`config.mk`:
```
export PLATFORM = sky130hd
export DESIGN_NAME = mmult_seq_flat
export DESIGN_NICKNAME = d
export VERILOG_FILES = /design/src/rtl/mmult_seq_if.sv /design/src/rtl/mmult_seq.sv /design/src/flat_wrapper.sv
export SDC_FILE = /design/constraint.sdc
export NUM_CORES = 2
export LEC_CHECK = 0
export ABC_CLOCK_PERIOD_IN_PS = 12000
export BUFFER_PORTS_ARGS = -buffer_cell sky130_fd_sc_hd__buf_2
export CORE_MARGIN = 2
export CORE_UTILIZATION = 35
export CTS_CLUSTER_SIZE = 12
export DETAILED_ROUTE_END_ITERATION = 7
export HOLD_SLACK_MARGIN = 0.05
export PLACE_DENSITY = 0.56
export SYNTH_ARGS = -nofsm -noshare
export SYNTH_HDL_FRONTEND = slang
export SYNTH_SLANG_ARGS = --single-unit
```
`constraint.sdc`:
```
create_clock -name clk -period 12 [get_ports clk]
set_input_delay 3 -clock clk [delete_from_list [all_inputs] [get_ports clk]]
set_output_delay 3 -clock clk [all_outputs]
set_load 0.005 [all_outputs]
```
`src/rtl/mmult_seq_if.sv`:
```
// rtl/mmult_seq_if.sv - start/valid operand and result bundle for mmult_seq
interface mmult_seq_if #(
    parameter int N  = 3,
    parameter int DW = 8
);
    localparam int CW = 2 * DW + $clog2(N);

    logic              start;
    logic              signed_mode;
    logic [N*N*DW-1:0] A_mat;
    logic [N*N*DW-1:0] B_mat;
    logic              busy;
    logic              valid;
    logic [N*N*CW-1:0] C_mat;

    modport master (
        output start, signed_mode, A_mat, B_mat,
        input  busy, valid, C_mat
    );

    modport slave (
        input  start, signed_mode, A_mat, B_mat,
        output busy, valid, C_mat
    );
endinterface

```
`src/rtl/mmult_seq.sv`:
```
// rtl/mmult_seq.sv - sequential NxN matrix multiplier, one result row per cycle
module mmult_seq #(
    parameter int N  = 3,
    parameter int DW = 8
) (
    input  logic       clk,
    input  logic       reset_n,
    mmult_seq_if.slave bus
);
    localparam int CW = 2 * DW + $clog2(N);
    localparam int RW = (N > 1) ? $clog2(N) : 1;

    typedef enum logic [1:0] {IDLE, CALC, DONE} state_t;

    state_t            state_q;
    logic [N*N*DW-1:0] a_q;
    logic [N*N*DW-1:0] b_q;
    logic              signed_q;
    logic [RW-1:0]     row_q;
    logic [N*N*CW-1:0] res_q;
    logic [N*N*CW-1:0] c_q;
    logic              busy_q;
    logic              valid_q;
    logic [N*CW-1:0]   row_d;
    logic [CW-1:0]     acc;

    // Widening to CW before the multiply keeps the signed and unsigned paths identical.
    function automatic logic [CW-1:0] extend(input logic [DW-1:0] v, input logic sm);
        return sm ? {{(CW-DW){v[DW-1]}}, v} : {{(CW-DW){1'b0}}, v};
    endfunction

    always_comb begin
        row_d = '0;
        acc   = '0;
        for (int j = 0; j < N; j++) begin
            acc = '0;
            for (int k = 0; k < N; k++) begin
                acc = acc + extend(a_q[(N*N-1-(int'(row_q)*N+k))*DW +: DW], signed_q)
                          * extend(b_q[(N*N-1-(k*N+j))*DW +: DW], signed_q);
            end
            row_d[(N-1-j)*CW +: CW] = acc;
        end
    end

    always_ff @(posedge clk or negedge reset_n) begin
        if (!reset_n) begin
            state_q  <= IDLE;
            a_q      <= '0;
            b_q      <= '0;
            signed_q <= 1'b0;
            row_q    <= '0;
            res_q    <= '0;
            c_q      <= '0;
            busy_q   <= 1'b0;
            valid_q  <= 1'b0;
        end else begin
            valid_q <= 1'b0;
            case (state_q)
                IDLE: begin
                    if (bus.start) begin
                        a_q      <= bus.A_mat;
                        b_q      <= bus.B_mat;
                        signed_q <= bus.signed_mode;
                        row_q    <= '0;
                        busy_q   <= 1'b1;
                        state_q  <= CALC;
                    end
                end
                CALC: begin
                    res_q[(N-1-int'(row_q))*N*CW +: N*CW] <= row_d;
                    if (row_q == RW'(N - 1)) begin
                        state_q <= DONE;
                    end else begin
                        row_q <= row_q + RW'(1);
                    end
                end
                DONE: begin
                    // Whole-matrix copy so C_mat never shows a partial result.
                    c_q     <= res_q;
                    valid_q <= 1'b1;
                    busy_q  <= 1'b0;
                    state_q <= IDLE;
                end
                default: state_q <= IDLE;
            endcase
        end
    end

    assign bus.busy  = busy_q;
    assign bus.valid = valid_q;
    assign bus.C_mat = c_q;
endmodule

```
`src/flat_wrapper.sv`:
```
// flat-port wrapper written by rule: the top's interface ports become plain ports
module mmult_seq_flat 
#(
    parameter int N  = 3,
    parameter int DW = 8
)
  (clk, reset_n, bus_start, bus_signed_mode, bus_A_mat, bus_B_mat, bus_busy, bus_valid, bus_C_mat);
  mmult_seq_if #(.N(N), .DW(DW)) bus_i ();
  input  logic clk;
  input  logic reset_n;
  input wire logic [$bits(bus_i.start)-1:0] bus_start;
  input wire logic [$bits(bus_i.signed_mode)-1:0] bus_signed_mode;
  input wire logic [$bits(bus_i.A_mat)-1:0] bus_A_mat;
  input wire logic [$bits(bus_i.B_mat)-1:0] bus_B_mat;
  output wire logic [$bits(bus_i.busy)-1:0] bus_busy;
  output wire logic [$bits(bus_i.valid)-1:0] bus_valid;
  output wire logic [$bits(bus_i.C_mat)-1:0] bus_C_mat;
  assign bus_i.start = bus_start;
  assign bus_i.signed_mode = bus_signed_mode;
  assign bus_i.A_mat = bus_A_mat;
  assign bus_i.B_mat = bus_B_mat;
  assign bus_busy = bus_i.busy;
  assign bus_valid = bus_i.valid;
  assign bus_C_mat = bus_i.C_mat;
  mmult_seq #(.N(N), .DW(DW)) u_core (.clk(clk), .reset_n(reset_n), .bus(bus_i));
endmodule
```
## After elaboration in Yosys (flattened, before gate mapping)

Cells that the tools add are included.

| operators by class | value |
|---|---|
| $add $sub $neg | 14 |
| multipliers | 12 |
| div/mod/pow operators | 0 |
| $lt $le $gt $ge | 0 |
| eq/ne operators | 6 |
| shift-type cells | 5 |
| mux-type cells | 22 |
| bitwise logic cells | 0 |
| reductions and logical operators | 7 |

Operators by type and width:

| kind | number |
|---|---|
| two-way mux 18 bit | 12 |
| indexed part select 72 x 32 -> 8 bit | 3 |
| bitwise mux 162 bit | 1 |
| multiplier 18 x 18 -> 18 bit | 9 |
| variable shift 54 x 33 -> 162 bit (first input constant) | 1 |
| indexed part select 54 x 33 -> 162 bit | 1 |
| adder 18 bit | 6 |
| subtractor 5 x 29 -> 29 bit (first input constant) | 3 |
| negation 32 -> 33 bit | 1 |
| multiplier 32 x 3 -> 32 bit (second input constant) | 1 |
| multiplier 32 x 5 -> 31 bit (second input constant) | 1 |
| adder 29 x 2 -> 29 bit (second input constant) | 1 |
| adder 29 x 3 -> 29 bit (second input constant) | 1 |
| two-way mux 2 bit | 4 |
| case mux 2 bit (2 select lines) | 2 |
| AND reduction 2 bit | 3 |
| equality test 2 bit (second input constant) | 2 |
| multiplier 2 x 2 -> 4 bit (second input constant) | 1 |
| != test 2 bit (second input constant) | 2 |
| nonzero test 2 bit | 2 |
| AND reduction 3 bit | 1 |
| subtractor 2 x 2 -> 3 bit (first input constant) | 1 |
| adder 2 x 1 -> 2 bit (second input constant) | 1 |
| equality test 2 x 1 -> 1 bit (second input constant) | 1 |
| other kinds (4) | 5 |

| word-level totals | value |
|---|---|
| bits in registers | 475 |
| latch bits | 0 |
| bits in writable memories | 0 |
| ROM bits | 0 |
| input bits | 148 |
| output and inout bits | 164 |
| logic and storage cells | 75 |
| memories kept | 0 |

## Longest topological paths before layout

| depth | value |
|---|---|
| depth after elaboration | 10 |
| gate-level depth with buffers | 45 |
| depth with buffers taken out | 37 |

## Worst setup path before layout

No wires, ideal clock.

| path | value |
|---|---|
| path type | register to register |
| from | register u_core.row_q[0] |
| to | register u_core.res_q[15] |
| library setup time | 120 ps |
| arrival time | 11217 ps |
| required time | 11880 ps |
| slack | 663 ps |
| cell stages (with the launch flop) | 41 |
| buffers on the path | 8 |
| clock period less this slack | 11337 ps |
| cells stage by stage | dfrtp_1 -> buf_4 -> inv_4 -> clkbuf_1 -> clkbuf_1 -> buf_1 -> ha_1 -> buf_2 -> inv_1 -> buf_2 -> nor4_1 -> nand2_1 -> o21ai_0 -> and2_1 -> clkbuf_1 -> nand2_1 -> fa_1 -> clkbuf_1 -> [... 5 more ...] -> inv_1 -> fa_1 -> inv_1 -> fa_1 -> fa_1 -> fa_1 -> fa_1 -> inv_1 -> ha_1 -> or2_2 -> a21oi_1 -> a31oi_1 -> a31o_2 -> xnor2_2 -> mux4_2 -> mux2i_4 -> o21ai_1 -> a31o_1 |

| on the way | value |
|---|---|
| longest elaborated chain between the ends | 10 |
| elaborated cells on any way between the ends | 34 |
| those cells by class | 13 x add/sub; 12 x mul; 5 x shift; 4 x mux |

Ends and longest elaborated chain:

| element | RTL line | source |
|---|---|---|
| start, declared | mmult_seq.sv:19 | `logic [RW-1:0] row_q;` |
| start signal, assigned | mmult_seq.sv:74 | `row_q <= row_q + RW'(1);` |
| multiplier 2 x 2 -> 4 bit | mmult_seq.sv:38 | `acc = acc + extend(a_q[(N*N-1-(int'(row_q)*N+k))*DW +: DW], signed_q)` |
| adder 29 x 2 -> 29 bit | mmult_seq.sv:38 |  |
| subtractor 5 x 29 -> 29 bit | mmult_seq.sv:38 |  |
| indexed part select 72 x 32 -> 8 bit | mmult_seq.sv:38 |  |
| two-way mux 18 bit | mmult_seq.sv:29 | `return sm ? {{(CW-DW){v[DW-1]}}, v} : {{(CW-DW){1'b0}}, v};` |
| multiplier 18 x 18 -> 18 bit | mmult_seq.sv:39 | `* extend(b_q[(N*N-1-(k*N+j))*DW +: DW], signed_q);` |
| adder 18 bit (2 in a row) | mmult_seq.sv:38 |  |
| indexed part select 54 x 33 -> 162 bit | mmult_seq.sv:70 | `res_q[(N-1-int'(row_q))*N*CW +: N*CW] <= row_d;` |
| bitwise mux 162 bit * | mmult_seq.sv:70 |  |
| end signal, assigned by index | mmult_seq.sv:70 |  |
| end, declared | mmult_seq.sv:20 | `logic [N*N*CW-1:0] res_q;` |

Every way passes the cells marked *; elsewhere a longest branch is shown, timed or not.
A chain may end at the register's enable or synchronous reset.

## Final worst setup path

| path | value |
|---|---|
| from | register u_core.row_q[1] |
| to | register u_core.res_q[37] |

The elaborated chain is that of the path after synthesis.

==> qor.txt <==
Min Clock Period, post-route: 11.62 ns
Post-CTS setup buffers: 0
Final setup violating endpoints: 0
Initial core utilization: 0.353
Slowest CP cell: a2111oi_1
All-layer global routing usage: 0.226
Crit start category: flop
Routed WL: 201,000 um
Fin Hold WS: 0.477 ns
Clock transition at the registers of the reported paths: 0.06 ns
Root Driver: clkbuf_16
Main synth FF type: dfrtp_1
CP arrival: 12.18 ns
CP dominant cell by count: fa_1
Die width: 423 um
CTS tree: yes
Hold Crit Class: flop to flop
Largest net degree at the start of global routing: 165
Placed Cells: 8,625
Worst Max-Slew Pin Slew: 1.24 ns
Max-slew violation count: 0
Syn Nets: 7,773
Number of antenna violations at the first check in global routing: 3
Worst skew pair latency: 0.72 ns
Final weighted congestion in routability-driven placement: 0.971
Critical path peak fanout: 44
Max-cap violations: 0
Hold worst-path end: u_core.res_q[116]
FP Rows: 153
Library cells used by synthesis: 85
Synthesis-to-layout area growth: 10.3%
Global-route wire length before repair: 306,000 um
CTS Hold Bufs: 0
Std-Cell Core Area: 0.174 mm2
DIE AREA: 0.179 mm2
Per-cell routed wire length: 23.0 um
Synth warnings: 0
Hold Path Origin: u_core.res_q[116]
Non-Filler Instances: 8,725
Syn Inst Count: 6,154
Commonest non-fill, non-tap cell in the layout: inv_1
FF-to-FF setup slack: 0.38 ns
Vias: 44,100
Async set-reset flop share out of synthesis: 1.00
Post-Syn Area: 0.0615 mm2
Resized cells post-CTS: 0
Vias in the first global route: 47,100
Relative slew slack: 0.168
Clk buf depth: 3
Critical Path RT: 12.55 ns
Reg2reg end: u_core.res_q[37]
DR vias/cell: 5.05
Fmax achieved: 86.0 MHz
Yosys reg bits: 475
Layout cell share with drive strength beyond 1: 0.144
RSZ-0062 raised after global routing: no
Worst r2r src: u_core.row_q[1]
Reg2Reg Depth: 28
Setup crit end kind: flop
GR Overflow Total: 0
Number of buffers created by CTS: 56
Antenna Violating Nets Remaining: 0
Die Y: 423 um
Clock skew: 0.0720 ns
Detailed-route DRC error count: 0
Mapped Avg Cell Area: 9.99 um2
Post-route clock period utilization: 0.969
# nets final: 7,977
IO buf count: 311
Outcome: finished, final reports clean
Slowest Stage Delay on Critical Path: 0.92 ns
Ports: 312
Commonest cells after routing, fill and taps aside: inv_1 (1,385), fa_1 (1,002), nand2_1 (485)
1st-iter DRT viols: 3,342
Critical path class: flop to flop
Seq/Total Area, Yosys: 0.193
TritonRoute pass-1 iters: 5
Post-synth EDFFs: 0
DP Worst Slack: 0.393 ns
Worst setup margin: 0.376 ns
Htree depth: 2
Hpwl dp: 163,000 um
Final TNS setup: 0 ns
WHS Path Cells: 2
Final Hold Fails: 0
Clk sinks: 475
## worst max-delay path, delay by kind of cell (launching register included)
kind,cells,cell delay (ns)
adders and majority gates,10,5.35
xor gates and xnor gates,6,2.01
and+or+nand+nor,5,1.67
AOI/OAI and AO/OA,3,1.40
buffers and inverters,4,0.57
DFF,1,0.44
## per-layer routing
layer / share of wire / up-vias / wire length [um] / GRT usage
met5: 0.000035 / - / 7 / 0
met4: 0.048 / 2 / 9590 / 0.0911
met3: 0.055 / 385 / 11000 / 0.0296
met2: 0.47 / 1433 / 93800 / 0.366
met1: 0.43 / 22800 / 86600 / 0.307
li1: - / 19500 / - / -
## logic make-up after synthesis
family | share of synthesized area
DFF | 0.193
and+or+nand+nor | 0.105
xor gates and xnor gates | 0.0330
muxes | 0.0804
adders and majority gates | 0.422
buffers and inverters | 0.102
AOI/OAI and AO/OA | 0.0643
## Yosys cell counts, drive strengths merged (9+ instances only)
cell type  count  area [um2]
buf           54         226
nand2b        20         125
nand3         31         155
fa          1002       20100
a21o          31         233
mux4          33         743
nor2         211         792
o31ai         28         210
a22oi         20         155
dfrtp        475       11900
nand2        488        1830
mux2         325        3660
and2         400        2500
o22ai         21         131
clkbuf       218         830
xnor2        166        1480
a22o          12         105
o221ai        14         123
nor3          29         145
o211ai        19         143
nor4           9        56.3
mux2i         53         543
a21oi        114         571
xor2          40         350
a221oi        17         149
ha           469        5870
a211oi        17         128
a32oi         11        96.3
o21ai        160         801
inv         1387        5210
xnor3          9         204
nor2b         31         194
and3          70         438
nand4          9        56.3
a31oi         24         150
o21a          24         180
## worst max path at each step
stage,start,endpoint,slack [ns],depth (start not counted)
CTS,u_core.row_q[1],u_core.res_q[37],0.32,32
global placement,u_core.row_q[0],u_core.res_q[37],0.44,31
floorplan,u_core.row_q[0],u_core.res_q[15],0.66,40
finish,u_core.row_q[1],u_core.res_q[37],0.38,28
global route,u_core.row_q[0],u_core.res_q[43],0.11,35
detailed placement,u_core.row_q[1],u_core.res_q[37],0.39,32
## metrics by stage
stage,utilization,cell area [um2]
finish,0.389,67800
global route,0.389,67800
CTS,0.389,67800
detailed placement,0.378,65900
global placement,0.378,65900
floorplan,-,61500
## flip-flops by register name, indices dropped and copies added, names as in the netlist
| name | count |
|---|---|
| u_core.a_q | 72 |
| u_core.res_q | 162 |
| u_core.signed_q | 1 |
| u_core.state_q | 2 |
| u_core.bus.busy | 1 |
| u_core.bus.C_mat | 162 |
| u_core.bus.valid | 1 |
| u_core.row_q | 2 |
| u_core.b_q | 72 |
## area by class of cell
type                       instances  area [um2]
antenna                            1        2.50
clock buffer                      79        1600
clock inverter                    20         300
fill                           17400      106000
inverter                        1388        5210
multi-input combinational       4019       43500
sequential                       475       11900
tap                             2325        2910
timing repair buffer             418        2410
Power is not shown: default switching activity piles up to over one toggle a cycle in this logic, so the estimate is an artifact.
